<file path="src/rtl/motoro3_ramp_ctrl.sv">
// Command/speed-ramp stage feeding the 3-phase motor core (m3start/m3invOrStop/m3freq).
// Define MOTORO3_RAMP_ESTOP_EN to add the eStop input and sticky fault output.
module motoro3_ramp_ctrl #(
  parameter int RAMP_DIV  = 10000,
  parameter int MIN_FREQ  = 1,
  parameter int MAX_FREQ  = 1000,
  parameter int BRAKE_CYC = 1000000
) (
  input  logic       clk,
  input  logic       rst,
  input  logic       cmdValid,
  output logic       cmdReady,
  input  logic [9:0] cmdFreq,
  input  logic       cmdDir,
  output logic       m3start,
  output logic       m3invOrStop,
  output logic [9:0] m3freq,
  output logic       atSpeed,
  output logic       busy
`ifdef MOTORO3_RAMP_ESTOP_EN
  ,
  input  logic       eStop,
  output logic       fault
`endif
);

  localparam logic [9:0]  MIN_F      = 10'(MIN_FREQ);
  localparam logic [9:0]  MAX_F      = 10'(MAX_FREQ);
  localparam logic [23:0] DIV_LAST   = 24'(RAMP_DIV - 1);
  localparam logic [23:0] BRAKE_LAST = 24'(BRAKE_CYC - 1);

  typedef enum logic [1:0] {
    S_IDLE  = 2'd0,
    S_RAMP  = 2'd1,
    S_RUN   = 2'd2,
    S_BRAKE = 2'd3
  } state_e;

  state_e      state_q, state_d;
  logic [9:0]  tgt_freq_q, tgt_freq_d;
  logic        tgt_dir_q, tgt_dir_d;
  logic        cur_dir_q, cur_dir_d;
  logic [23:0] presc_q, presc_d;
  logic [23:0] brake_cnt_q, brake_cnt_d;
  logic        m3start_q, m3start_d;
  logic        m3inv_q, m3inv_d;
  logic [9:0]  m3freq_q, m3freq_d;
  logic        at_speed_q, at_speed_d;
  logic        busy_q, busy_d;
  logic        cmd_ready_q, cmd_ready_d;
  logic        fault_q, fault_d;

  logic        estop_w;
  logic        cmd_fire;
  logic [9:0]  cmd_freq_clamped;
  logic        cmd_differs;
  logic        tick;
  logic        stop_pend;
  logic        dir_mis;
  logic        at_tgt;

`ifdef MOTORO3_RAMP_ESTOP_EN
  assign estop_w = eStop;
  assign fault   = fault_q;
`else
  assign estop_w = 1'b0;
`endif

  // A zero command means stop; any nonzero command lands in MIN_F..MAX_F.
  always_comb begin
    cmd_freq_clamped = cmdFreq;
    if (cmdFreq == 10'd0) begin
      cmd_freq_clamped = 10'd0;
    end else if (cmdFreq > MAX_F) begin
      cmd_freq_clamped = MAX_F;
    end else if (cmdFreq < MIN_F) begin
      cmd_freq_clamped = MIN_F;
    end
  end

  assign cmd_fire    = cmdValid & cmd_ready_q;
  assign cmd_differs = (cmd_freq_clamped != tgt_freq_q) || (cmdDir != tgt_dir_q);
  assign tick        = (state_q == S_RAMP) && (presc_q == DIV_LAST);
  assign stop_pend   = (tgt_freq_q == 10'd0);
  assign dir_mis     = (tgt_dir_q != cur_dir_q);
  assign at_tgt      = !stop_pend && !dir_mis && (m3freq_q == tgt_freq_q);

  // State and all registered outputs.
  always_ff @(posedge clk) begin
    if (rst) begin
      state_q     <= S_IDLE;
      tgt_freq_q  <= 10'd0;
      tgt_dir_q   <= 1'b0;
      cur_dir_q   <= 1'b0;
      presc_q     <= 24'd0;
      brake_cnt_q <= 24'd0;
      m3start_q   <= 1'b0;
      m3inv_q     <= 1'b0;
      m3freq_q    <= 10'd0;
      at_speed_q  <= 1'b0;
      busy_q      <= 1'b0;
      cmd_ready_q <= 1'b1;
      fault_q     <= 1'b0;
    end else begin
      state_q     <= state_d;
      tgt_freq_q  <= tgt_freq_d;
      tgt_dir_q   <= tgt_dir_d;
      cur_dir_q   <= cur_dir_d;
      presc_q     <= presc_d;
      brake_cnt_q <= brake_cnt_d;
      m3start_q   <= m3start_d;
      m3inv_q     <= m3inv_d;
      m3freq_q    <= m3freq_d;
      at_speed_q  <= at_speed_d;
      busy_q      <= busy_d;
      cmd_ready_q <= cmd_ready_d;
      fault_q     <= fault_d;
    end
  end

  // Next state. RUN is entered as soon as the target is reached, but never on an
  // edge that also accepts a new command, so atSpeed always refers to the latched target.
  always_comb begin
    state_d = state_q;
    case (state_q)
      S_IDLE: begin
        if (cmd_fire && (cmd_freq_clamped != 10'd0)) begin
          state_d = S_RAMP;
        end
      end
      S_RAMP: begin
        if (tick && stop_pend && (m3freq_q == MIN_F)) begin
          state_d = S_BRAKE;
        end else if (at_tgt && !cmd_fire) begin
          state_d = S_RUN;
        end
      end
      S_RUN: begin
        if (cmd_fire && cmd_differs) begin
          state_d = S_RAMP;
        end
      end
      S_BRAKE: begin
        if (brake_cnt_q == BRAKE_LAST) begin
          state_d = S_IDLE;
        end
      end
      default: state_d = S_IDLE;
    endcase
    if (estop_w && ((state_q == S_RAMP) || (state_q == S_RUN))) begin
      state_d = S_BRAKE;
    end
  end

  // Datapath and output next values.
  always_comb begin
    tgt_freq_d  = tgt_freq_q;
    tgt_dir_d   = tgt_dir_q;
    cur_dir_d   = cur_dir_q;
    presc_d     = presc_q;
    brake_cnt_d = brake_cnt_q;
    m3start_d   = m3start_q;
    m3inv_d     = m3inv_q;
    m3freq_d    = m3freq_q;

    if (cmd_fire && !((state_q == S_IDLE) && (cmd_freq_clamped == 10'd0))) begin
      tgt_freq_d = cmd_freq_clamped;
      tgt_dir_d  = cmdDir;
    end

    case (state_q)
      S_IDLE: begin
        if (cmd_fire && (cmd_freq_clamped != 10'd0)) begin
          cur_dir_d = cmdDir;
          m3freq_d  = MIN_F;
          m3start_d = 1'b1;
          m3inv_d   = cmdDir;
          presc_d   = 24'd0;
        end
      end
      S_RAMP: begin
        presc_d = tick ? 24'd0 : presc_q + 24'd1;
        // Ramp rules use the target latched before this edge.
        if (tick) begin
          if ((stop_pend || dir_mis) && (m3freq_q > MIN_F)) begin
            m3freq_d = m3freq_q - 10'd1;
          end else if (!stop_pend) begin
            if (dir_mis) begin
              cur_dir_d = ~cur_dir_q;
              m3inv_d   = ~cur_dir_q;
            end else if (m3freq_q < tgt_freq_q) begin
              m3freq_d = m3freq_q + 10'd1;
            end else if (m3freq_q > tgt_freq_q) begin
              m3freq_d = m3freq_q - 10'd1;
            end
          end
        end
      end
      S_RUN: begin
        if (cmd_fire && cmd_differs) begin
          presc_d = 24'd0;
        end
      end
      S_BRAKE: begin
        brake_cnt_d = brake_cnt_q + 24'd1;
      end
      default: ;
    endcase

    if ((state_d == S_BRAKE) && (state_q != S_BRAKE)) begin
      m3start_d   = 1'b1;
      m3inv_d     = 1'b1;
      m3freq_d    = 10'd0;
      brake_cnt_d = 24'd0;
    end

    if ((state_d == S_IDLE) && (state_q == S_BRAKE)) begin
      m3start_d  = 1'b0;
      m3inv_d    = 1'b0;
      m3freq_d   = 10'd0;
      tgt_freq_d = 10'd0;
      tgt_dir_d  = 1'b0;
      cur_dir_d  = 1'b0;
    end

    fault_d     = fault_q | estop_w;
    at_speed_d  = (state_d == S_RUN) && (m3freq_d == tgt_freq_d);
    busy_d      = (state_d != S_IDLE);
    cmd_ready_d = (state_d != S_BRAKE) && !fault_d;
  end

  assign cmdReady    = cmd_ready_q;
  assign m3start     = m3start_q;
  assign m3invOrStop = m3inv_q;
  assign m3freq      = m3freq_q;
  assign atSpeed     = at_speed_q;
  assign busy        = busy_q;

endmodule

</file>
<file path="config.mk">
export PLATFORM = sky130hd
export DESIGN_NAME = motoro3_ramp_ctrl
export DESIGN_NICKNAME = d
export VERILOG_FILES = /design/src/rtl/motoro3_ramp_ctrl.sv
export SDC_FILE = /design/constraint.sdc
export NUM_CORES = 1
export LEC_CHECK = 0
export BUFFER_PORTS_ARGS = -buffer_cell sky130_fd_sc_hd__buf_4
export CAP_MARGIN = 20
export CORE_ASPECT_RATIO = 0.7
export CORE_MARGIN = 2
export CORE_UTILIZATION = 60
export CTS_BUF_LIST = sky130_fd_sc_hd__clkbuf_16
export DETAILED_ROUTE_END_ITERATION = 10
export GPL_TIMING_DRIVEN = 0
export PLACE_DENSITY = 0.82
export SLEW_MARGIN = 20
export SYNTH_ARGS = -nofsm -noshare
export SYNTH_HDL_FRONTEND = slang
export SYNTH_SLANG_ARGS = --single-unit
</file>
<file path="constraint.sdc">
create_clock -name clk -period 3.9 [get_ports clk]
set_input_delay 0.585 -clock clk [delete_from_list [all_inputs] [get_ports clk]]
set_output_delay 0.585 -clock clk [all_outputs]
set_load 0.02 [all_outputs]
</file>
* After elaboration in Yosys (flattened, before gate mapping) *
Index checks and enable logic that the tools add are counted.
W data, S select, Z words.

storage, ports and cells
  flip-flop bits (word level) = 77
  input port bits = 14

operators by class
  add/subtract/negate cells = 4
  order comparisons = 5
  equality and inequality tests = 26
  muxes and demuxes = 35
  bitwise operators = 2
  reductions and logical operators = 38

operators with widths
  operator                 number
  $mux W10                 14
  $mux W24                 3
  $pmux W24 S3             1
  $add A24 B1 Y24 const B  2
  $logic_not A10 Y1        3
  $eq A24 B14 Y1 const B   1
  $eq A24 B20 Y1 const B   1
  $eq A10 B10 Y1           2
  $pmux W10 S2             1
  $ne A2 B2 Y1 const B     8
  $ne A3 B2 Y1 const B     5
  $logic_and A1 B1 Y1      14
  $reduce_and A6 Y1        2
  $add A10 B1 Y10 const B  1
  $eq A10 B1 Y1 const B    1
  $gt A10 B1 Y1 const B    1
  $gt A10 B10 Y1           1
  $gt A10 B10 Y1 const B   1
  $lt A10 B1 Y1 const B    1
  $lt A10 B10 Y1           1
  $mux W2                  5
  $ne A10 B10 Y1           1
  $reduce_bool A10 Y1      1
  $sub A10 B1 Y10 const B  1
  other kinds (16)         38

* Depth between registers and ports, before layout *
Gate-level depths: netlist of run 1.

  word-level depth = 15
  gate-level depth with buffers = 13

* Least setup slack after synthesis of run 1 *
No wires, ideal clock.

  kind = reg-to-reg
  from = reg m3freq_q[4], in the netlist m3freq[4]
  to = reg at_speed_q, in the netlist atSpeed
  library setup time = 0.092 ns
  arrival time = 3.201 ns
  setup slack = 0.607 ns
  cell stages (with the launch flop) = 12
  buffers on the path = 0
  path through = dfxtp_1 -> ha_1 -> and3_4 -> a31o_1 -> o21a_1 -> o211ai_1 -> nand2_1 -> a2111oi_0 -> a311oi_4 -> a2111oi_0 -> a41oi_1 -> nor4_1

on the way
  longest elaborated chain between the ends = 12

RTL lines
  element                                                     RTL line  source
  from (decl)                                                 47        logic [9:0] m3freq_q, m3freq_d;
  from (signal assigned)                                      113       m3freq_q <= m3freq_d;
  $sub A10 B1 Y10, or another cell as far along               186, 194
  $mux W10 / $logic_and A1 B1 Y1 (equally long branches)      193, 86
  $mux W10 / $logic_and A1 B1 Y1 (equally long branches)      191, 134
  $mux W10 / $mux W2 (equally long branches)                  188, 134
  $mux W10 / $mux W2 (equally long branches)                  187, 132
  $mux W10 / $pmux W2 S4 (equally long branches)              185, 125
  $mux W10 / $eq A2 B2 Y1 (equally long branches)             184, 210
  $pmux W10 S2 / $logic_and A1 B1 Y1 (equally long branches)  171, 210
  $mux W10                                                    210       if ((state_d == S_BRAKE) && (state_q != S_BRAKE)) begin
  $mux W10                                                    217       if ((state_d == S_IDLE) && (state_q == S_BRAKE)) begin
  $eq A10 B10 Y1                                              227       at_speed_d = (state_d == S_RUN) && (m3freq_d == tgt_freq_d);
  $logic_and A1 B1 Y1 (*)                                     227
  to (signal assigned)                                        114       at_speed_q <= at_speed_d;
  to (decl)                                                   48        logic at_speed_q, at_speed_d;

Mark *: on every way between the ends. The rest lies on a longest branch, timed or not.
A chain may end at the register's enable or synchronous reset.

* Worst setup path after layout of run 1 *
  from = reg tgt_freq_q[4]
  to = reg at_speed_q, in the netlist atSpeed

on the way
  longest elaborated chain between the ends = 14

RTL lines
  element                                                                  RTL line  source
  from (decl)                                                              40        logic [9:0] tgt_freq_q, tgt_freq_d;
  from (signal assigned)                                                   106       tgt_freq_q <= tgt_freq_d;
  parallel branches: the longest is 13 deep, another holds $gt A10 B10 Y1  --
  $logic_and A1 B1 Y1 (*)                                                  227

Every way passes the cells marked *.

==> flow_summary.json, run 1 <==
{
  "status": "finished, final reports clean",
  "p_per_area_nw_per_um2": 344,
  "dp.cells": 780,
  "clock_path_buffers": 2,
  "die_height_um": 81.3,
  "ant_nets": 0,
  "synth.distinct_cells": 83,
  "synth-main-ff-cell": "dfxtp_1",
  "async_reset_ff_frac": 0,
  "core_area_um2": 8370,
  "max_stage_delay_ps": 480,
  "track_usage": 0.319,
  "areaGrowthSynthToFinish_pct": 13.8,
  "initial_utilization": 0.611,
  "relSlewSlack": 0.504,
  "crit_fanout": 6,
  "critPathSlowestCell": "or4b_1",
  "ys_seq_area_frac": 0.301,
  "via_count": 5165,
  "synth_warnings": 0,
  "multi_input_area_um2": 3390,
  "fin_nets": 717,
  "vias_per_cell": 6.47,
  "worstPathArrival_ps": 3970,
  "row_count": 28,
  "layout-drive-gt1-share": 0.140,
  "routed_wl_mm": 14.5,
  "period_needed_ps": 3750,
  "p_total_mw": 2.00,
  "setup_tns_ps": 0,
  "clock_latency_ps": 340,
  "n_antenna_cell": 0,
  "grt_pass1_vias": 4823,
  "ys_ff_latch": 77,
  "fillers": 703,
  "die_area_um2": 9290,
  "root_buffer": "clkbuf_16",
  "cp-end-kind": "register",
  "grt_pass1_wl_mm": 23.5,
  "ios": 29,
  "port-buffer-count": 27,
  "final-hold-violation-count": 0,
  "tightest_slew_ps": 738,
  "crit_path_frequent_cell": "nor4_1",
  "slew_viol_final": 0,
  "cts_tree": "built",
  "crit_type": "register to register",
  "synth_area_um2": 5110,
  "final_core_util": 0.695,
  "clock_skew_ps": 9.36,
  "seqCellArea_um2": 1540,
  "crit_chain": "inv_1, ha_1, and3_4, a31o_1, o21ai_1, nand2_1, nor4_4, nor4_1, o2bb2ai_1, o21ai_0, or4b_1, nor4_1",
  "grt_max_degree": 15,
  "hold_path_class": "register to register",
  "critPathLaunchType": "register",
  "gp_congestion": 0.957,
  "drtIter0Drc": 490,
  "leakagePower_nw": 2.23,
  "fin_crit_sh": 0.961,
  "drtPass1Iterations": 6,
  "cts_buffers": 9,
  "synthTopCellsByArea": "dfxtp_1 30%, nor2_1 6.3%, xor2_1 5.5%",
  "drcViolationCount": 0,
  "antenna_found_initial": 0,
  "die_w_um": 114,
  "syn_inst": 648,
  "gr-total-overflow": 0,
  "yosys.area.top_type": "dfxtp_1",
  "max_cap_violations": 0,
  "syn-num-nets": 677,
  "setup_viol": 0,
  "synth_top_area_frac": 0.301,
  "clk_pin_slew_ps": 70,
  "ir_drop_uv": 254,
  "wire_per_inst_um": 18.2,
  "hpwlAfterDp_mm": 10.7,
  "synth_edf_count": 0,
  "required_ps": 4120,
  "syn_area_per_cell_um2": 7.89,
  "htreeDepth": 3,
  "cts.sinks": 77,
  "stdcell_count": 798,
  "max_freq_mhz": 267
}
cell type report:
class,count,area share
Tap cell,105,0.0226
Buffer,30,0.0269
Clock inverter,7,0.0127
Clock buffer,9,0.0387
Sequential cell,77,0.265
Multi-Input combinational cell,519,0.582
Inverter,22,0.0142
Timing Repair Buffer,29,0.0374
cells in the final DEF, fill, tap and decap left out, types with 4 or more instances in the layout:
cell / Yosys / layout
a211oi_1: 6 / 5
a21o_1: 4 / 4
a21oi_1: 35 / 34
a22oi_1: 5 / 5
a41oi_1: 4 / 4
and2_1: 4 / 4
and3_1: 20 / 20
and4_1: 7 / 7
buf_2: 5 / 5
buf_4: 2 / 31
clkbuf_1: 19 / 18
clkbuf_16: 0 / 9
dfxtp_1: 77 / 75
ha_1: 15 / 15
inv_1: 22 / 23
mux2i_1: 5 / 5
nand2_1: 50 / 50
nand2b_1: 7 / 7
nand3_1: 29 / 29
nand4_1: 15 / 15
nor2_1: 86 / 86
nor2b_1: 10 / 10
nor3_1: 14 / 14
nor4_1: 18 / 17
nor4_4: 3 / 4
o211ai_1: 9 / 9
o21ai_0: 22 / 22
o22ai_1: 7 / 7
o31ai_1: 4 / 4
or2_2: 7 / 7
or3_1: 12 / 12
or4_1: 4 / 4
xnor2_1: 17 / 17
xor2_1: 32 / 32
through the flow:
stage               worst slack (ps)  hold slack [ps]  area [µm²]
floorplan                        607              454        5110
global placement                -232              464        5450
detailed placement              -260              475        5450
CTS                             64.7              487        5760
global route                   -7.14              523        5820
finish                           150              488        5820
cell usage after synthesis (7+ instances only):
cell / instances
inv_1: 22
o211ai_1: 9
nand3_1: 29
nor2_1: 86
a21oi_1: 35
nand2_1: 50
and4_1: 7
nand4_1: 15
nor2b_1: 10
dfxtp_1: 77
xnor2_1: 17
o21ai_0: 22
or3_1: 12
clkbuf_1: 19
o22ai_1: 7
ha_1: 15
nor4_1: 18
or2_2: 7
xor2_1: 32
and3_1: 20
nand2b_1: 7
nor3_1: 14
final timing paths:
check / start / to / slack, ps / cells past startpoint
worst max-delay path: tgt_freq_q[4] / atSpeed / 150 / 12
worst min-delay path: presc_q[10] / presc_q[10] / 490 / 2
worst max register to register: tgt_freq_q[4] / atSpeed / 150 / 12
worst min register to register: presc_q[10] / presc_q[10] / 490 / 2
logic make-up (layout without fill, tap and decap cells):
family          after synthesis  after routing  share of synthesized area
simple gates                314            314                      0.335
compound gates              134            134                      0.183
flops                        77             77                      0.301
buf+inv                      52             97                     0.0462
xor+xnor                     49             49                     0.0839
fa+ha+maj                    15             15                     0.0367
mux                           7              7                     0.0142
metal layers:
| layer | track usage | share of wire |
|---|---|---|
| met3 | 0.0664 | 0.087 |
| met2 | 0.514 | 0.45 |
| met5 | 0 | 0 |
| met4 | 0.0902 | 0.017 |
| met1 | 0.435 | 0.44 |
repair_timing:
| action | in CTS | in global routing |
|---|---|---|
| hold buffers | 0 | 0 |
| setup endpoints to repair | 1 | 1 |
| buffers inserted | 1 | 1 |
| pin swaps | 1 | 1 |
| gates resized for setup | 2 | 14 |
report_power, final:
| group | internal (mW) | switching [mW] | leakage [nW] | total (mW) |
|---|---|---|---|---|
| Combinational | 0.123 | 0.216 | 1.46 | 0.339 |
| Sequential | 0.801 | 0.0179 | 0.625 | 0.819 |
| Clock | 0.499 | 0.347 | 0.152 | 0.846 |
sequential cells by signal, summed over array words and instances (netlist names):
| signal | cells |
|---|---|
| m3invOrStop | 1 |
| state_q | 2 |
| m3freq | 10 |
| m3start | 1 |
| presc_q | 24 |
| cur_dir_q | 1 |
| tgt_freq_q | 10 |
| brake_cnt_q | 24 |
| busy | 1 |
| cmdReady | 1 |
| atSpeed | 1 |
| tgt_dir_q | 1 |
critical path, delay by kind of cell (launching register included):
| family | cells | cell delay, ps |
|---|---|---|
| flip-flops | 1 | 410 |
| AND/OR/NAND/NOR | 6 | 1900 |
| adder cells (fa/ha/maj) | 1 | 310 |
| AO/OA/AOI/OAI | 4 | 910 |
| buffers and inverters | 1 | 110 |
No activity file was read; power rests on OpenSTA's default activity.
==> run 2: changes to the inputs <==
- REMOVE_ABC_BUFFERS: unset -> 1
==> flow_summary.json, run 2 (same netlist as run 1, synthesis figures left out) <==
{
  "status": "finished, final reports clean",
  "max_cap_violations": 0,
  "die_height_um": 81.3,
  "core_area_um2": 8370,
  "rsz0062_at_grt": "false",
  "final_core_util": 0.681,
  "cp.buffers_inverters": 0,
  "ir_drop_uv": 198,
  "gr-total-overflow": 0,
  "worstPathArrival_ps": 3970,
  "row_count": 28,
  "clock_path_buffers": 2,
  "top_regs": "brake_cnt_q: 24 flops, presc_q: 24 flops",
  "required_ps": 4120,
  "via_count": 5122,
  "cts_tree": "built",
  "hold_path_class": "register to register",
  "clock_latency_ps": 340,
  "grt_pass1_vias": 4518,
  "initial_utilization": 0.611,
  "min_from": "presc_q[10]",
  "cts.sinks": 77,
  "p_per_area_nw_per_um2": 339,
  "drtIter0Drc": 580,
  "root_buffer": "clkbuf_16",
  "worstReg2RegEnd": "atSpeed",
  "drtPass1Iterations": 7,
  "vias_per_cell": 6.64,
  "final_cell_mix": "85 x nor2_1, 68 x dfxtp_1, 49 x nand2_1",
  "n_antenna_cell": 0,
  "cts_buffers": 9,
  "cp-end-kind": "register",
  "hold-worst-slack_ps": 497,
  "hpwlAfterDp_mm": 10.7,
  "layout-drive-gt1-share": 0.150,
  "die_area_um2": 9290,
  "crit_chain": "ha_1, and3_4, a31o_1, o21ai_2, nand2_1, nor4_2, nor4_1, o2bb2ai_1, o21ai_0, or4b_1, nor4_2",
  "gp_congestion": 0.971,
  "post_dp_cell_area_um2": 5320,
  "tightest_slew_ps": 759,
  "clock_skew_ps": 12.0,
  "min_to": "presc_q[10]",
  "r2r_cells": 11,
  "crit_fanout": 13,
  "r2r-start": "m3freq[5]",
  "crit_family": "simple AND/OR/NAND/NOR gates",
  "max_stage_delay_ps": 540,
  "relSlewSlack": 0.491,
  "max_freq_mhz": 267,
  "areaGrowthSynthToFinish_pct": 11.5,
  "clk_pin_slew_ps": 60,
  "period_needed_ps": 3750,
  "final_common_cell": "nor2_1",
  "fin_crit_sh": 0.962,
  "leakagePower_nw": 2.17,
  "ios": 29,
  "htreeDepth": 3,
  "slew_viol_final": 0,
  "critPathLaunchType": "register",
  "final-hold-violation-count": 0,
  "routed_wl_mm": 14.7,
  "crit_type": "register to register",
  "grt_pass1_wl_mm": 23.1,
  "port-buffer-count": 28,
  "post-route-cell-area_um2": 5700,
  "track_usage": 0.322,
  "critPathSlowestCell": "dfxtp_2",
  "setup_viol": 0,
  "crit_cells": 11,
  "antenna_found_initial": 0,
  "setup_ws_ps": 148,
  "fin_nets": 692,
  "dp_slack_ps": -593,
  "regToRegSetupSlack_ps": 150,
  "drcViolationCount": 0,
  "whs_path_depth": 2,
  "setup_tns_ps": 0,
  "die_w_um": 114,
  "grt_max_degree": 25,
  "crit_path_frequent_cell": "nor4_2",
  "wire_per_inst_um": 19.1,
  "ant_nets": 0
}
==> run 2: changes by cell type in the layout (fill, tap and decap cells not counted), moves of 2 or more <==
cell,before,now
clkbuf_1,18,0
dfxtp_1,75,68
dfxtp_2,2,9
buf_2,5,0
buf_4,31,34
clkbuf_2,2,0
clkbuf_8,2,0
clkinv_4,2,0
inv_6,2,0
nor4_2,1,3
==> run 2: report_power, final <==
part	internal (mW)	switching [mW]	total, mW
logic	0.120	0.213	0.333
registers	0.802	0.0182	0.820
clock network	0.480	0.303	0.783
total	1.40	0.534	1.94
==> run 2: repair_timing <==
action | in CTS | in global routing
setup buffers | 3 | 3
resized for setup | 15 | 9
pin swaps | 1 | 2
hold buffers | 0 | 0
endpoints found under the setup margin | 1 | 1
cloned | 0 | 0
==> run 2: worst max path at each step <==
stage | start | end | slack (ps)
2_1_floorplan | m3freq[5] | atSpeed | 330
3_3_place_gp | m3freq[4] | atSpeed | -520
3_5_place_dp | m3freq[4] | atSpeed | -590
4_1_cts | tgt_freq_q[9] | atSpeed | 60
5_1_grt | tgt_freq_q[4] | atSpeed | 8
6_report | m3freq[5] | atSpeed | 150
==> run 2: cell type report <==
| class | count | area (µm²) |
|---|---|---|
| repair buffers | 34 | 255 |
| fillers | 708 | 2670 |
| multi-input cells | 519 | 3410 |
| inverters | 22 | 82.6 |
| well taps | 105 | 131 |
| flip-flops and latches | 77 | 1550 |
| clock buffers | 9 | 225 |
| clock inverters | 5 | 46.3 |
==> run 2: stage by stage <==
| step | cells | power, mW |
|---|---|---|
| 2_1_floorplan | 618 | 1.03 |
| 3_3_place_gp | 751 | 1.12 |
| 3_5_place_dp | 751 | 1.13 |
| 4_1_cts | 768 | 1.92 |
| 5_1_grt | 771 | 2.01 |
| 6_report | 771 | 1.94 |
==> run 2: metal layers <==
layer / track usage / up-vias / routed length (µm)
li1: - / 2394 / -
met1: 0.465 / 2446 / 6820
met2: 0.480 / 258 / 6340
met3: 0.0866 / 24 / 1440
met4: 0.0646 / 0 / 141
met5: 0 / - / 0
==> run 2: worst register-to-register path: stages (launching register included) <==
cell and delay, ps:
dfxtp_2 540, ha_1 320, and3_4 190, a31o_1 230
o21ai_2 360, nand2_1 290, nor4_2 440, nor4_1 100
o2bb2ai_1 190, o21ai_0 140, or4b_1 500, nor4_2 340
==> run 3: changes to the inputs <==
- CORE_UTILIZATION: 60 -> 45
- PLACE_DENSITY: 0.82 -> 0.65
==> flow_summary.json, run 3 (same netlist as run 1, synthesis figures left out) <==
{
  "grt_pass1_vias": 4712,
  "vias_per_cell": 6.18,
  "grt_pass1_wl_mm": 24.1,
  "rsz0062_at_grt": "false",
  "drtPass1Iterations": 5,
  "post_dp_cell_area_um2": 5380,
  "met3_usage": 0.0640,
  "stdcell_count": 819,
  "p_total_mw": 2.05,
  "hold-worst-slack_ps": 491,
  "routed_wl_mm": 15.0,
  "row_count": 32,
  "clock_skew_ps": 9.08,
  "status": "finished, final reports clean",
  "p_per_area_nw_per_um2": 352,
  "clock_path_buffers": 2,
  "initial_utilization": 0.463,
  "antenna_found_initial": 0,
  "core_area_um2": 11100,
  "leakagePower_nw": 2.18,
  "critPathSlowestCell": "dfxtp_1",
  "period_needed_ps": 3730,
  "final_cell_mix": "85 x nor2_1, 68 x dfxtp_1, 49 x nand2_1",
  "gp_congestion": 0.953,
  "cts_hold_buf": 0,
  "root_buffer": "clkbuf_16",
  "regToRegSetupSlack_ps": 170,
  "wire_per_inst_um": 18.3,
  "track_usage": 0.249,
  "grt_max_degree": 25,
  "setup_viol": 0,
  "gr-usage-met2": 0.361,
  "tightest_slew_ps": 785,
  "slew_viol_final": 0,
  "hold_path_class": "register to register",
  "cts_buffers": 9,
  "areaGrowthSynthToFinish_pct": 14.2,
  "setup_ws_ps": 172,
  "fillers": 1089,
  "crit_fanout": 9,
  "dp.cells": 799,
  "clk_pin_slew_ps": 60,
  "cp-end-kind": "register",
  "ir_drop_uv": 254,
  "drtIter0Drc": 459,
  "max_stage_delay_ps": 530,
  "worstPathArrival_ps": 3950,
  "fin_crit_sh": 0.956,
  "max_freq_mhz": 268,
  "fin_nets": 690,
  "layout-drive-gt1-share": 0.161,
  "die_area_um2": 12200,
  "die_height_um": 93.2,
  "final-hold-violation-count": 0,
  "drcViolationCount": 0,
  "post-route-cell-area_um2": 5840,
  "gr-total-overflow": 0,
  "via_count": 5058,
  "cts.sinks": 77,
  "ios": 29,
  "die_w_um": 131,
  "top_regs": "brake_cnt_q: 24 flops, presc_q: 24 flops",
  "port-buffer-count": 28,
  "clock_latency_ps": 340,
  "use_met1": 0.362,
  "relSlewSlack": 0.477,
  "htreeDepth": 3,
  "critPathLaunchType": "register",
  "max_cap_violations": 0,
  "hpwlAfterDp_mm": 11.0,
  "final_common_cell": "nor2_1",
  "required_ps": 4130,
  "crit_chain": "ha_1, and4_2, o211ai_1, nand2_2, buf_4, nor2_4, a311oi_1, a2111oi_2, a311oi_4, a2111oi_0, a41oi_1, nor4_4",
  "dp_slack_ps": -636,
  "cts_tree": "built",
  "busiest_layer": "met1",
  "ant_nets": 0,
  "crit_type": "register to register",
  "n_antenna_cell": 0
}
## run 3: final cells by class
type | count | area, µm² | area share
Tap cell | 153 | 191 | 0.0328
Sequential cell | 77 | 1550 | 0.266
Clock buffer | 9 | 225 | 0.0386
Clock inverter | 7 | 97.6 | 0.0167
Multi-Input combinational cell | 519 | 3450 | 0.591
Timing Repair Buffer | 32 | 240 | 0.0411
Inverter | 22 | 82.6 | 0.0141
## run 3: report_power, final
part           total (mW)  switching (mW)  leakage (nW)  internal [mW]
clock               0.901           0.339         0.152          0.562
combinational       0.333           0.215          1.40          0.118
sequential          0.820          0.0194         0.628          0.801
## run 3: what timing repair did
action | in CTS | in global routing
endpoints found under the hold margin | 0 | 0
cloned | 0 | 0
pin swaps | 1 | 3
setup endpoints to repair | 1 | 1
setup buffers | 1 | 3
resized for setup | 17 | 15
## run 3: path summary, 6_finish.rpt
path                    start           to  cells after the start
setup reg to reg    m3freq[9]      atSpeed                     12
hold / removal    presc_q[10]  presc_q[10]                      2
setup / recovery    m3freq[9]      atSpeed                     12
hold reg to reg   presc_q[10]  presc_q[10]                      2
## run 3: routing by layer
metal,wire length (µm),part of all wire
met1,7150,0.48
met2,6160,0.41
met3,1490,0.099
met4,194,0.013
met5,0,0
## run 3: per-stage QoR
step           TNS [ps]  utilization
2_1_floorplan         0            -
3_3_place_gp      -3290        0.485
3_5_place_dp       -636        0.486
4_1_cts               0        0.521
5_1_grt               0        0.529
6_report              0        0.529
## run 3: critical path: cells and delay by family, from the launching register on
| family | cells | cell delay [ps] |
|---|---|---|
| AO/OA/AOI/OAI | 6 | 1550 |
| adder cells (fa/ha/maj) | 1 | 320 |
| buffers and inverters | 1 | 190 |
| flip-flops | 1 | 530 |
| AND/OR/NAND/NOR | 4 | 1010 |
